--- src/rtl/xor_update_issuer.sv ---
// Read-modify-write issuer for the per-lane XOR hash table, with a hazard scoreboard
// that stalls requests whose index is still in flight. Optional counters: XOR_ISSUER_STATS_EN.
module xor_update_issuer #(
    parameter int unsigned NUM_MUL     = 4,
    parameter int unsigned INDEX_WIDTH = 12,
    parameter int unsigned DATA_WIDTH  = 64,
    parameter int unsigned RD_LAT      = 2
) (
    input  logic                          clk,
    input  logic                          reset,
    input  logic                          in_valid,
    output logic                          in_ready,
    input  logic [INDEX_WIDTH-1:0]        in_index,
    input  logic [NUM_MUL-1:0]            in_mask,
    input  logic [NUM_MUL*DATA_WIDTH-1:0] in_key,
    output logic [INDEX_WIDTH-1:0]        rd_index,
    input  logic [NUM_MUL*DATA_WIDTH-1:0] rd_data,
    output logic                          wr_valid,
    output logic [INDEX_WIDTH-1:0]        wr_index,
    output logic [NUM_MUL-1:0]            wr_mask,
    output logic [NUM_MUL*DATA_WIDTH-1:0] wr_xor,
    output logic [31:0]                   stat_accepted,
    output logic [31:0]                   stat_stall
);

    localparam int unsigned KW      = NUM_MUL * DATA_WIDTH;
    localparam int unsigned NST     = RD_LAT + 1;
    localparam int unsigned HAZ_WIN = RD_LAT + 7;

    logic                   st_vld_q  [1:NST];
    logic                   st_vld_d  [1:NST];
    logic [NUM_MUL-1:0]     st_mask_q [1:NST];
    logic [NUM_MUL-1:0]     st_mask_d [1:NST];
    logic [KW-1:0]          st_key_q  [1:NST];
    logic [KW-1:0]          st_key_d  [1:NST];
    logic [INDEX_WIDTH-1:0] st_idx_q  [1:RD_LAT];
    logic [INDEX_WIDTH-1:0] st_idx_d  [1:RD_LAT];

    // Slot 0 of the hazard window is the request being accepted this cycle;
    // the registered slots below hold the remaining HAZ_WIN-1 ages.
    logic                   haz_vld_q [1:HAZ_WIN-1];
    logic                   haz_vld_d [1:HAZ_WIN-1];
    logic [INDEX_WIDTH-1:0] haz_idx_q [1:HAZ_WIN-1];
    logic [INDEX_WIDTH-1:0] haz_idx_d [1:HAZ_WIN-1];

    logic [NUM_MUL-1:0]     wr_mask_q, wr_mask_d;
    logic [KW-1:0]          wr_xor_q, wr_xor_d;

    logic hit;
    logic accept;

    always_comb begin
        hit = 1'b0;
        for (int unsigned i = 1; i < HAZ_WIN; i++) begin
            if (haz_vld_q[i] && haz_idx_q[i] == in_index) hit = 1'b1;
        end
    end

    assign in_ready = !reset && !(in_valid && hit);
    assign accept   = in_valid && in_ready;

    always_comb begin
        st_vld_d  = st_vld_q;
        st_mask_d = st_mask_q;
        st_key_d  = st_key_q;
        st_idx_d  = st_idx_q;
        haz_vld_d = haz_vld_q;
        haz_idx_d = haz_idx_q;

        st_vld_d[1]  = accept;
        st_mask_d[1] = accept ? in_mask  : st_mask_q[1];
        st_key_d[1]  = accept ? in_key   : st_key_q[1];
        st_idx_d[1]  = accept ? in_index : st_idx_q[1];
        for (int unsigned i = 2; i <= NST; i++) begin
            st_vld_d[i]  = st_vld_q[i-1];
            st_mask_d[i] = st_mask_q[i-1];
            st_key_d[i]  = st_key_q[i-1];
        end
        for (int unsigned i = 2; i <= RD_LAT; i++) begin
            st_idx_d[i] = st_idx_q[i-1];
        end

        haz_vld_d[1] = accept;
        haz_idx_d[1] = in_index;
        for (int unsigned i = 2; i < HAZ_WIN; i++) begin
            haz_vld_d[i] = haz_vld_q[i-1];
            haz_idx_d[i] = haz_idx_q[i-1];
        end

        // rd_data for stage NST arrives in the same cycle; XOR is registered here
        wr_mask_d = st_vld_q[NST] ? st_mask_q[NST] : '0;
        wr_xor_d  = st_vld_q[NST] ? (rd_data ^ st_key_q[NST]) : wr_xor_q;
    end

    always_ff @(posedge clk) begin
        if (reset) begin
            st_vld_q  <= '{default: '0};
            st_mask_q <= '{default: '0};
            st_key_q  <= '{default: '0};
            st_idx_q  <= '{default: '0};
            haz_vld_q <= '{default: '0};
            haz_idx_q <= '{default: '0};
            wr_mask_q <= '0;
            wr_xor_q  <= '0;
        end else begin
            st_vld_q  <= st_vld_d;
            st_mask_q <= st_mask_d;
            st_key_q  <= st_key_d;
            st_idx_q  <= st_idx_d;
            haz_vld_q <= haz_vld_d;
            haz_idx_q <= haz_idx_d;
            wr_mask_q <= wr_mask_d;
            wr_xor_q  <= wr_xor_d;
        end
    end

    assign rd_index = st_idx_q[1];
    assign wr_valid = st_vld_q[RD_LAT];
    assign wr_index = st_idx_q[RD_LAT];
    assign wr_mask  = wr_mask_q;
    assign wr_xor   = wr_xor_q;

`ifdef XOR_ISSUER_STATS_EN
    logic [31:0] acc_q, acc_d;
    logic [31:0] stall_q, stall_d;

    always_comb begin
        acc_d   = accept ? acc_q + 32'd1 : acc_q;
        stall_d = (in_valid && !in_ready && !reset) ? stall_q + 32'd1 : stall_q;
    end

    always_ff @(posedge clk) begin
        if (reset) begin
            acc_q   <= '0;
            stall_q <= '0;
        end else begin
            acc_q   <= acc_d;
            stall_q <= stall_d;
        end
    end

    assign stat_accepted = acc_q;
    assign stat_stall    = stall_q;
`else
    assign stat_accepted = '0;
    assign stat_stall    = '0;
`endif

endmodule

--- config.mk ---
export PLATFORM = sky130hd
export DESIGN_NAME = xor_update_issuer
export DESIGN_NICKNAME = d
export VERILOG_FILES = /design/src/rtl/xor_update_issuer.sv
export SDC_FILE = /design/constraint.sdc
export NUM_CORES = 2
export LEC_CHECK = 0
export CAP_MARGIN = 0
export CELL_PAD_IN_SITES_DETAIL_PLACEMENT = 0
export CELL_PAD_IN_SITES_GLOBAL_PLACEMENT = 1
export CORE_AREA = 5 5 336 338
export CTS_CLUSTER_SIZE = 24
export DETAILED_ROUTE_END_ITERATION = 6
export DIE_AREA = 0 0 341 343
export PLACE_DENSITY_LB_ADDON = 0.1
export SYNTH_ARGS = -nofsm -noshare
export SYNTH_HDL_FRONTEND = slang
export SYNTH_SLANG_ARGS = --single-unit
--- constraint.sdc ---
create_clock -name clk -period 3.3 [get_ports clk]
set_clock_uncertainty 0.15 [all_clocks]
set_input_delay 0.66 -clock clk [delete_from_list [all_inputs] [get_ports clk]]
set_output_delay 0.66 -clock clk [all_outputs]
set_load 0.01 [all_outputs]
---- Word-level counts from Yosys, hierarchy flattened ----
Index checks and enable logic that the tools add are counted.
operators by class
  $add $sub $neg .......................... 0
  multipliers ............................. 0
  divide/modulo/power cells ............... 0
  $lt $le $gt $ge ......................... 0
  equality and inequality tests ........... 8
  shifts and indexed selects .............. 0
  multiplexer cells ....................... 8
  bitwise gates (word level) .............. 2
  reduce and logical (&&, ||, !) cells .... 14
operator list
  cell               count
  $xor 256x256->256  1
  $eq 12x12->1       8
  $logic_and 1x1->1  11
  $mux 1             8
  $logic_not 1->1    2
  $reduce_or 2->1    1
  $not 1->1          1
storage, ports and cells
  flip-flop bits (word level) ............. 1168
  bits in latches ......................... 0
  memory bits (writable) .................. 0
  bits in read-only memories .............. 0
  bits of input ports ..................... 531
  memories ................................ 0

---- Depth between registers and ports, before layout ----
  word-level depth ........................ 14
  mapped depth ............................ 9
  depth with buffers taken out ............ 6

---- Least setup slack after synthesis ----
No wires, ideal clock.
  path type ............................... input port to output port
  start point ............................. in reset
  end point ............................... out in_ready
  arrival ................................. 1.886 ns
  data required time ...................... 2.490 ns
  path slack .............................. 0.604 ns
  stages .................................. 5
  path buffers ............................ 4
  cells stage by stage .................... clkbuf_1 clkbuf_1 clkbuf_1 clkbuf_1 a21oi_1
between the ends
  cells in the longest elaborated chain, start to end .. 2
ends and longest elaborated chain
  element            RTL line  text
  start, declared    10        input logic reset,
  $logic_not 1->1    59        assign in_ready = !reset && !(in_valid && hit);
  $logic_and 1x1->1  59
  end, declared      12        output logic in_ready,
Every way passes these cells.

---- Final worst setup path ----
  start point ............................. in in_index[9]
  end point ............................... out in_ready
between the ends
  cells in the longest elaborated chain, start to end .. 13
  elaborated cells between the ends (all ways) .. 27
ends and longest elaborated chain
  element                RTL line  text
  start, declared        13        input logic [INDEX_WIDTH-1:0] in_index,
  $eq 12x12->1           55        if (haz_vld_q[i] && haz_idx_q[i] == in_index) hit = 1'b1;
  $logic_and 1x1->1      55
  $mux 1 (7 in series)   55
  $mux 1 (*)             55
  $logic_and 1x1->1 (*)  59
  $logic_not 1->1 (*)    59
  $logic_and 1x1->1 (*)  59
Every way passes the cells marked *; elsewhere a longest branch is shown, timed or not.

==> flow_summary.json <==
{
  "drive_gt1_frac": 0.135,
  "routed_wl_um": 109000,
  "cts-htree-levels": 4,
  "maxSlewViolCount": 0,
  "cpMaxStageDelayCell": "clkdlybuf4s50_1",
  "cp-end-kind": "output pin",
  "synth_top_cell_area_share": 0.611,
  "clk_path_buf_depth": 3,
  "period_minus_slack_ns": 3.22,
  "clk_pin_slew_ns": 0.05,
  "clk_latency_ns": 0.71,
  "status": "finished, final reports clean",
  "die_h_um": 343,
  "post-place-ws_ns": -0.560,
  "core_um2": 110000,
  "synth_top_flop_cell": "dfxtp_1",
  "cts_tree": "done",
  "grt_usage": 0.179,
  "cap_violations": 0,
  "p_int_mw": 24.7,
  "critPathMaxFanout": 9,
  "finalHoldViolCount": 0,
  "relSlewSlack": 0.386,
  "area_delta_synth_final_pct": 36.5,
  "min_period_over_period": 0.977,
  "drc": 0,
  "die_w_um": 341,
  "ys_ff_latch": 1168,
  "dr.pass1.iters": 4,
  "yosysMostFrequentCell": "dfxtp_1",
  "synth_common_cells": "dfxtp_1, nor2b_1, xnor2_1",
  "place_hpwl_um": 79500,
  "avgViaCountPerCell": 4.24,
  "critPathBufInv": 4,
  "clock_sinks": 1168,
  "synth.avg_cell_area_um2": 11.8,
  "cts-buffers-inserted": 130,
  "seq_area_um2": 23400,
  "vias": 23883,
  "power_frac_seq": 0.476,
  "cp_data_required_time_ns": 2.49,
  "p_per_area_nw_per_um2": 602,
  "async_reset_ff_frac": 0,
  "fillerInstances": 10166,
  "synth_area_leaders": "dfxtp_1, nor2b_1, xnor2_1, mux2_2, a211oi_1",
  "arrival_ns": 2.41,
  "worst_pin_slew_ns": 0.921,
  "place_congestion": 0.806,
  "p_comb_frac": 0.080,
  "ys_seq_area_frac": 0.611,
  "routedWlPerCell_um": 19.4,
  "grt_pass1_wl_um": 156000,
  "root_buffer": "clkbuf_16",
  "final_util": 0.476,
  "crit_type": "primary input to output pin",
  "io_buffers": 816,
  "power_mw": 31.5,
  "pin_count": 881,
  "vdd_drop_max_v": 0.000367,
  "path_cells": "clkdlybuf4s50_1, buf_6, xnor2_1, nand3_1, nor4_2, nor4_2, buf_4, nand2_1, a21oi_2, buf_4",
  "postSynthCellCount": 3252,
  "max_clock_freq_mhz": 310,
  "power.share.clock": 0.445,
  "grt_start_max_net_pins": 183,
  "sw_frac_of_total": 0.216,
  "setup_violations": 0,
  "synth_area_um2": 38300,
  "overflow": 0,
  "dieArea_um2": 117000,
  "rows": 122,
  "cp_slowest_stage_delay_ns": 0.48,
  "start_util": 0.349,
  "worst_setup_path_start_kind": "primary input",
  "yosys_warnings": 0,
  "antenna_found_initial": 57,
  "switchingPower_mw": 6.78,
  "hp-class": "primary input to register",
  "ant_nets": 0,
  "synth_edf_count": 0,
  "yosysUniqueCellTypes": 20,
  "drt_iter0_markers": 942,
  "yosysTopAreaCell": "dfxtp_1",
  "setup_ws_ns": 0.0750,
  "nets": 4608,
  "grt_pass1_vias": 23223,
  "cp_top_family": "buffers and inverters",
  "p_leak_nw": 19.3,
  "multi_input_area_um2": 13600
}
[power by group through the flow]
stage                     sequential (mW)  clock (mW)  combinational [mW]
after floorplan                      15.3           0                1.30
after global placement               15.3           0                2.50
after detailed placement             15.3           0                2.52
after CTS                            15.0        14.5                2.55
after global routing                 15.0        15.1                2.73
final                                15.0        14.0                2.51
[cells by family after synthesis]
logic type,after synthesis,synth area share
simple gates,939,0.136
buf+inv,263,0.0419
flops,1168,0.611
xor+xnor,352,0.0806
mux,272,0.0800
other cells,1,0.0000980
compound gates,257,0.0504
[path summary, 6_finish.rpt]
check             endpoint  cells past startpoint     startpoint  slack, ns
max reg2reg  st_key_d[359]                     11  haz_idx_d[68]       0.62
min          st_key_q[248]                      2          reset       0.17
min reg2reg  st_key_q[145]                      1  st_key_d[145]       0.26
max               in_ready                     10    in_index[9]       0.08
[layer usage]
metal / wire (um) / track usage / part of all wire
met2: 52700 / 0.302 / 0.48
met3: 9580 / 0.0756 / 0.088
met5: 362 / 0 / 0.0033
met4: 2540 / 0.0576 / 0.023
met1: 43800 / 0.207 / 0.40
[what timing repair did]
action | in CTS | in global routing
endpoints found under the setup margin | 1 | 1
cloned | 1 | 0
buffers inserted | 14 | 2
gates resized for setup | 19 | 20
hold buffers | 0 | 0
pin swaps | 5 | 15
[through the flow]
| stage | area [um2] | setup TNS [ns] | std cells | hold slack (ns) |
|---|---|---|---|---|
| 2_1_floorplan | 38500 | 0 | 3315 | 0.256 |
| 3_3_place_gp | 47700 | -49.55 | 5354 | 0.257 |
| 3_5_place_dp | 47700 | -47.02 | 5354 | 0.262 |
| 4_1_cts | 52000 | 0 | 5597 | 0.106 |
| 5_1_grt | 52200 | -0.0140 | 5611 | 0.143 |
| 6_report | 52200 | 0 | 5631 | 0.172 |
[registers in the layout (all words and copies together) (netlist names)]
| name | count |
|---|---|
| wr_index | 12 |
| haz_idx_d | 84 |
| st_key_q | 256 |
| haz_vld_d | 7 |
| wr_mask | 4 |
| st_mask_d | 8 |
| st_mask_q | 4 |
| haz_vld_q | 1 |
| wr_xor | 256 |
| st_key_d | 512 |
| haz_idx_q | 12 |
| rd_index | 12 |
[area by class of cell]
class                           instances  area share
Clock inverter                         27     0.00398
Timing Repair Buffer                  892       0.176
Clock buffer                          201      0.0758
Multi-Input combinational cell       1884       0.261
Inverter                                1   0.0000718
Antenna cell                           32     0.00153
Tap cell                             1426      0.0342
Sequential cell                      1168       0.448
[cell usage in the layout, fill, tap and decap left out, drive strengths merged]
| cell | count |
|---|---|
| dfxtp | 1168 |
| clkdlybuf4s50 | 805 |
| nor2b | 635 |
| xnor2 | 352 |
| mux2 | 272 |
| nor2 | 256 |
| a211oi | 256 |
| clkbuf | 201 |
| buf | 77 |
| conb | 64 |
| diode | 32 |
| clkinv | 18 |
| nand4 | 16 |
| nor4 | 10 |
| nand2 | 9 |
| nand3 | 8 |
| dlygate4sd2 | 7 |
| inv | 5 |
| and2 | 4 |
| clkinvlp | 3 |
| bufinv | 2 |
| dlymetal6s2s | 2 |
| a21oi | 1 |
| nand4b | 1 |
| bufbuf | 1 |
No activity file was read; power rests on OpenSTA's default activity.
